--- src/rtl/rambus_pkg.sv ---
// Shared constants and the round-robin pick helper for the RamBus arbiter.
package rambus_pkg;

    localparam int          RB_ADDR_W   = 14;
    localparam int          RB_DATA_W   = 32;
    localparam logic [31:0] RB_ERR_DATA = 32'hDEADBEEF;

    typedef logic [1:0] state_t;

    localparam state_t ST_IDLE   = 2'd0;
    localparam state_t ST_SETUP  = 2'd1;
    localparam state_t ST_ACCESS = 2'd2;
    localparam state_t ST_DONE   = 2'd3;

    // Returns the winning port (0 = M0, 1 = M1); under contention the port not granted last wins.
    function automatic logic rr_pick(input logic req0, input logic req1, input logic last_grant);
        logic pick;
        if (req0 && req1) begin
            pick = ~last_grant;
        end else if (req1) begin
            pick = 1'b1;
        end else begin
            pick = 1'b0;
        end
        return pick;
    endfunction

endpackage

--- src/rtl/rambus_watchdog.sv ---
// Saturating cycle counter that flags TIMEOUT-1 cycles spent waiting for RamBusAck.
module rambus_watchdog #(
    parameter int TIMEOUT = 256
) (
    input  logic clk,
    input  logic nRst,
    input  logic clear,
    input  logic enable,
    output logic expired
);

    localparam int CW = (TIMEOUT > 2) ? $clog2(TIMEOUT) : 1;
    localparam logic [CW-1:0] LAST = CW'(TIMEOUT - 1);

    logic [CW-1:0] cnt_r;

    // Count while enabled, stop at LAST so a stuck access cannot wrap back to zero.
    always_ff @(posedge clk or negedge nRst) begin
        if (!nRst) begin
            cnt_r <= '0;
        end else if (clear) begin
            cnt_r <= '0;
        end else if (enable && (cnt_r != LAST)) begin
            cnt_r <= cnt_r + {{(CW-1){1'b0}}, 1'b1};
        end else begin
            cnt_r <= cnt_r;
        end
    end

    assign expired = (cnt_r == LAST);

endmodule

--- src/rtl/rambus_arbiter.sv ---
// Two-port arbiter onto the DMMainPorts RamBus: round-robin grant, SETUP/ACCESS/DONE sequencing, Ack watchdog.
module rambus_arbiter
    import rambus_pkg::*;
#(
    parameter int                ADDR_W   = RB_ADDR_W,
    parameter int                DATA_W   = RB_DATA_W,
    parameter int                TIMEOUT  = 256,
    parameter logic [DATA_W-1:0] ERR_DATA = DATA_W'(RB_ERR_DATA)
) (
    input  logic              clk,
    input  logic              nRst,
    input  logic              M0Sel,
    input  logic              M0Enable,
    input  logic              M0Write,
    input  logic [ADDR_W-1:0] M0Addr,
    input  logic [DATA_W-1:0] M0WData,
    output logic [DATA_W-1:0] M0RData,
    output logic              M0Ready,
    output logic              M0SlvErr,
    input  logic              M1Req,
    input  logic              M1Write,
    input  logic [ADDR_W-1:0] M1Addr,
    input  logic [DATA_W-1:0] M1WData,
    output logic [DATA_W-1:0] M1RData,
    output logic              M1Ack,
    output logic              M1Err,
    output logic [ADDR_W-1:0] RamBusAddress,
    output logic [DATA_W-1:0] RamBusDataIn,
    output logic              RamBusnCs,
    output logic              RamBusWrnRd,
    output logic              RamBusLatch,
    input  logic [DATA_W-1:0] RamBusDataOut,
    input  logic              RamBusAck
);

    state_t state_r;
    logic   grant_r;
    logic   last_grant_r;
    logic   any_req_s;
    logic   pick_s;
    logic   clear_s;
    logic   enable_s;
    logic   expired_s;
    logic   unused_s;

    assign any_req_s = M0Sel | M1Req;
    assign pick_s    = rr_pick(M0Sel, M1Req, last_grant_r);
    assign clear_s   = (state_r == ST_IDLE) && any_req_s;
    assign enable_s  = (state_r == ST_ACCESS);
    assign unused_s  = M0Enable;

    rambus_watchdog #(.TIMEOUT(TIMEOUT)) u_watchdog (
        .clk     (clk),
        .nRst    (nRst),
        .clear   (clear_s),
        .enable  (enable_s),
        .expired (expired_s)
    );

    // Transfer sequencer; all bus and requester outputs are driven from here as registers.
    always_ff @(posedge clk or negedge nRst) begin
        if (!nRst) begin
            state_r       <= ST_IDLE;
            grant_r       <= 1'b0;
            last_grant_r  <= 1'b1;   // makes M0 the first winner under contention
            M0RData       <= '0;
            M0Ready       <= 1'b0;
            M0SlvErr      <= 1'b0;
            M1RData       <= '0;
            M1Ack         <= 1'b0;
            M1Err         <= 1'b0;
            RamBusAddress <= '0;
            RamBusDataIn  <= '0;
            RamBusnCs     <= 1'b0;
            RamBusWrnRd   <= 1'b0;
            RamBusLatch   <= 1'b0;
        end else begin
            M0Ready  <= 1'b0;
            M0SlvErr <= 1'b0;
            M1Ack    <= 1'b0;
            M1Err    <= 1'b0;
            case (state_r)
                ST_IDLE: begin
                    if (any_req_s) begin
                        grant_r       <= pick_s;
                        last_grant_r  <= pick_s;
                        RamBusAddress <= pick_s ? M1Addr  : M0Addr;
                        RamBusDataIn  <= pick_s ? M1WData : M0WData;
                        RamBusWrnRd   <= pick_s ? M1Write : M0Write;
                        RamBusnCs     <= 1'b1;
                        state_r       <= ST_SETUP;
                    end else begin
                        state_r <= ST_IDLE;
                    end
                end
                ST_SETUP: begin
                    RamBusLatch <= 1'b1;
                    state_r     <= ST_ACCESS;
                end
                ST_ACCESS: begin
                    // A real Ack wins over a same-cycle expiry.
                    if (RamBusAck || expired_s) begin
                        RamBusnCs   <= 1'b0;
                        RamBusLatch <= 1'b0;
                        RamBusWrnRd <= 1'b0;
                        state_r     <= ST_DONE;
                        if (grant_r) begin
                            M1Ack <= 1'b1;
                            M1Err <= ~RamBusAck;
                            if (!RamBusAck) begin
                                M1RData <= ERR_DATA;
                            end else if (!RamBusWrnRd) begin
                                M1RData <= RamBusDataOut;
                            end else begin
                                M1RData <= M1RData;
                            end
                        end else begin
                            M0Ready  <= 1'b1;
                            M0SlvErr <= ~RamBusAck;
                            if (!RamBusAck) begin
                                M0RData <= ERR_DATA;
                            end else if (!RamBusWrnRd) begin
                                M0RData <= RamBusDataOut;
                            end else begin
                                M0RData <= M0RData;
                            end
                        end
                    end else begin
                        state_r <= ST_ACCESS;
                    end
                end
                ST_DONE: begin
                    state_r <= ST_IDLE;
                end
                default: begin
                    state_r <= ST_IDLE;
                end
            endcase
        end
    end

endmodule

--- config.mk ---
export PLATFORM = sky130hd
export DESIGN_NAME = rambus_arbiter
export DESIGN_NICKNAME = d
export VERILOG_FILES = /design/src/rtl/rambus_pkg.sv /design/src/rtl/rambus_watchdog.sv /design/src/rtl/rambus_arbiter.sv
export SDC_FILE = /design/constraint.sdc
export NUM_CORES = 1
export LEC_CHECK = 0
export CAP_MARGIN = 20
export CORE_MARGIN = 10
export CORE_UTILIZATION = 39
export DETAILED_ROUTE_END_ITERATION = 16
export PLACE_DENSITY = 0.81
export SYNTH_ARGS = -nofsm -noshare
export SYNTH_HDL_FRONTEND = slang
export SYNTH_SLANG_ARGS = --single-unit
--- constraint.sdc ---
create_clock -name clk -period 1.5 [get_ports clk]
set_input_delay 0.225 -clock clk [delete_from_list [all_inputs] [get_ports clk]]
set_output_delay 0.225 -clock clk [all_outputs]
set_load 0.02 [all_outputs]
==> metrics.md <==
| Metric | Value |
|---|---|
| Status | `complete, but fails checks` |
| Failing checks | `negative setup slack` |
| Internal cell power | `12.1 mW` |
| Via count | `5571` |
| H-tree depth | `4` |
| Crit path time final | `1.58 ns` |
| Fin. Hold Viols | `0` |
| Via density | `5.45` |
| Top cells by area, synth | `dfrtp_1 54%, mux2i_1 8.6%, nand2b_1 5.8%, o221a_2 5.7%, o21ai_0 4.4%` |
| Clock latency on the worst-skew pair | `0.42 ns` |
| Startpoint type of the worst setup path | `register` |
| Fmax | `0.634 GHz` |
| Largest net degree at the start of global routing | `81` |
| Power share of the clock group | `0.196` |
| Final Max Tran Viols | `0` |
| CTS Buf Count | `17` |
| Arr. time, crit path | `1.92 ns` |
| I/O Pins | `249` |
| Final TNS setup | `-3.92 ns` |
| Worst Hold Class | `in -> async` |
| DIE WIDTH | `143 um` |
| Antenna cells | `0` |
| Post-synth top area share | `0.541` |
| Nets | `964` |
| RePlAce Congestion | `0.801` |
| Antenna viol nets, final | `0` |
| Worst vdd ir | `0.898 mV` |
| Syn_nets | `648` |
| Critical setup path kind | `reg -> reg` |
| # setup viols final | `96` |
| DR pass1 iterations | `5` |
| FF-to-FF setup slack | `-0.08 ns` |
| Logic pwr share | `0.514` |
| Top FF cell, synth | `dfrtp_1` |
| Clock-pin transition on the worst setup and hold timing paths | `0.06 ns` |
| Slew margin rel. | `0.709` |
| CP max FO | `8` |
| Antenna violations before repair | `0` |
| Routed wire length per instance | `21.1 um` |
| Drt initial violations | `301` |
| Die height | `143 um` |
| Power per cell area | `1930 nW/um^2` |
| Clock Tree Root | `clkbuf_16` |
| Mapped Area | `5920 um^2` |
| RSZ-0062 raised after global routing | `yes` |
| Critical Path RT | `1.84 ns` |
| Die Area | `20500 um^2` |
| Pleak | `4.88 nW` |
| Non-filler cells, final | `1023` |
| HPWL Detailed | `14.8 mm` |
| Dpl cells | `964` |
| First-pass GRT wire length | `31.9 mm` |
| Count leader, synth | `dfrtp_1` |
| Mux cell area share after synthesis | `0.0862` |
| Final worst path period share | `1.05` |
| Flop pwr share | `0.290` |
| Post-Synth Adder-Cell Area | `0.0106` |
| Yosys cell types | `42` |
| Final core utilization | `0.700` |
| Reg-to-reg startpoint | `state_r[0]` |
| Port-buffer cells | `247` |
| Slew at the pin closest to its max-slew limit | `0.436 ns` |
| Share of cells above drive strength 1 | `0.247` |
| Post-synth top cells | `128 x dfrtp_1, 55 x nand2_1, 55 x nand2b_1` |
| Post-synthesis compound-gate area fraction | `0.190` |
| Yosys reg bits | `129` |
| TritonCTS clock tree | `built` |
| P_sw | `7.73 mW` |
| Worst r2r dst | `RamBusAddress[0]` |
| EDFF count, synth | `0` |
| Total track usage | `0.197` |
| Vias in the first global route | `5811` |
| Register area share after synthesis | `0.545` |
| Largest family of logic cells by synthesized area | `compound AO/OA/AOI/OAI gates` |
| Final Worst Setup Slack | `-0.0784 ns` |
| CP endpoint kind | `register` |
| Ys Warns | `0` |
| # DRC | `0` |
| Ys async rst share | `1.00` |
| Post-Synth Simple-Gate Area | `0.134` |
| Row count | `44` |
| Maxcap violations | `0` |
| Clock Path Buffers | `2` |
| Synthesized instance count | `511` |
| Total wire length | `21.6 mm` |
| Length in cells of the worst reg-to-reg path | `9` |
| Layout area overhead | `73.8%` |
| GRT Residual Overflow | `0` |
| Clock sinks | `129` |
| Switching share of total power | `0.389` |
| Cell taking the most area after synthesis | `dfrtp_1` |
| Pre-CTS WS | `-0.296 ns` |
| Area of the core | `14700 um^2` |
| Mean Syn Cell Area | `11.6 um^2` |
| Worst clock skew | `0.00840 ns` |
| Xor and xnor area share after synthesis | `0` |
| Starting density of the core | `0.403` |
[state kept, by name (all words and copies together) (netlist names)]
| name | count |
|---|---|
| M1Ack | 1 |
| M0RData | 32 |
| M1Err | 1 |
| RamBusLatch | 1 |
| RamBusWrnRd | 1 |
| RamBusDataIn | 32 |
| M1RData | 32 |
| last_grant_r | 1 |
| state_r | 2 |
| M0SlvErr | 1 |
| M0Ready | 1 |
| RamBusnCs | 1 |
| RamBusAddress | 14 |
| u_watchdog.cnt_r | 8 |
| grant_r | 1 |
[cell usage in the layout, fill, tap and decap left out, types with 2 or more instances in the layout]
cell type / count
nand3_1: 3
nand3_4: 2
a31oi_1: 4
nand2_1: 40
o21ai_0: 8
buf_12: 14
clkinv_4: 3
dlygate4sd2_1: 117
nor2_1: 5
o221a_1: 18
clkinv_2: 4
nor3_2: 2
o21ai_1: 29
o221a_4: 2
mux2i_1: 51
a21oi_1: 2
dfrtp_1: 128
buf_6: 15
buf_8: 4
clkbuf_16: 26
clkdlybuf4s50_1: 129
buf_16: 4
and2_1: 10
nor2_2: 3
ha_4: 3
nand2_2: 13
nand2b_1: 53
clkinvlp_4: 4
nand2_4: 2
o21ai_2: 15
and2_4: 7
ha_1: 2
a221o_1: 16
o221a_2: 28
buf_4: 38
inv_1: 5
nand2b_4: 2
[metal layers]
layer | share of wire | track usage | vias to the layer above | wire length [um]
met5 | 0 | 0 | - | 0
met4 | 0.020 | 0.0699 | 0 | 428
met3 | 0.11 | 0.0965 | 37 | 2470
met2 | 0.48 | 0.315 | 296 | 10300
met1 | 0.39 | 0.225 | 2704 | 8330
li1 | - | - | 2534 | -
[final cells by class]
| cell class | count | area, um^2 |
|---|---|---|
| well taps | 184 | 230 |
| fillers | 997 | 4400 |
| flip-flops and latches | 129 | 3230 |
| clock inverters | 13 | 115 |
| multi-input cells | 342 | 2800 |
| repair buffers | 331 | 3460 |
| clock buffers | 18 | 439 |
| inverters | 6 | 22.5 |
[what timing repair did]
item | 4_1_cts | 5_1_grt
endpoints found under the hold margin | 128 | 0
setup endpoints to repair | 214 | 118
gates resized for setup | 153 | 99
pin swaps | 2 | 21
setup buffers | 9 | 4
hold buffers | 1 | 0
cloned | 5 | 9
[per-stage QoR]
| stage | hold slack, ns | cell area (um^2) | power (mW) |
|---|---|---|---|
| 2_1_floorplan | -0.0706 | 5960 | 10.3 |
| 3_3_place_gp | 0.242 | 9100 | 14.8 |
| 3_5_place_dp | 0.251 | 9100 | 15.1 |
| 4_1_cts | 0.396 | 9830 | 18.7 |
| 5_1_grt | 0.408 | 10300 | 21.0 |
| 6_report | 0.415 | 10300 | 19.9 |
[kinds of logic (layout without fill, tap and decap cells)]
| group | after synthesis | count (layout) |
|---|---|---|
| adder cells (fa/ha/maj) | 5 | 5 |
| AO/OA/AOI/OAI | 136 | 136 |
| flip-flops | 129 | 129 |
| multiplexers | 51 | 51 |
| buffers and inverters | 40 | 368 |
| AND/OR/NAND/NOR | 150 | 150 |
[power by group through the flow]
| stage | clock, mW | combinational [mW] | sequential [mW] |
|---|---|---|---|
| after detailed placement | 0 | 9.36 | 5.74 |
| after CTS | 3.94 | 9.11 | 5.69 |
| after floorplan | 0 | 3.29 | 7.02 |
| final | 3.90 | 10.2 | 5.76 |
| after global routing | 4.12 | 10.9 | 5.92 |
| after global placement | 0 | 9.12 | 5.66 |
[worst max-delay path, cell delays in order (launching register included)]
cell,delay (ns)
dfrtp_1,0.36
inv_2,0.06
buf_4,0.13
buf_6,0.11
ha_4,0.17
o21ai_4,0.13
buf_12,0.21
buf_12,0.14
nand2_1,0.07
o21ai_1,0.10
[how the worst max path moves through the flow]
| stage | startpoint | end | slack, ns | cells past startpoint |
|---|---|---|---|---|
| 4_1_cts | state_r[0] | M0RData[6] | -0.06 | 7 |
| 3_5_place_dp | RamBusAck | M0RData[24] | -0.30 | 5 |
| 3_3_place_gp | M1Req | RamBusAddress[2] | -0.20 | 5 |
| 2_1_floorplan | RamBusWrnRd | M1RData[23] | -0.02 | 4 |
| 6_report | state_r[0] | RamBusAddress[0] | -0.08 | 9 |
| 5_1_grt | state_r[0] | RamBusDataIn[28] | -0.15 | 9 |
(Power assumes the default switching activity.)
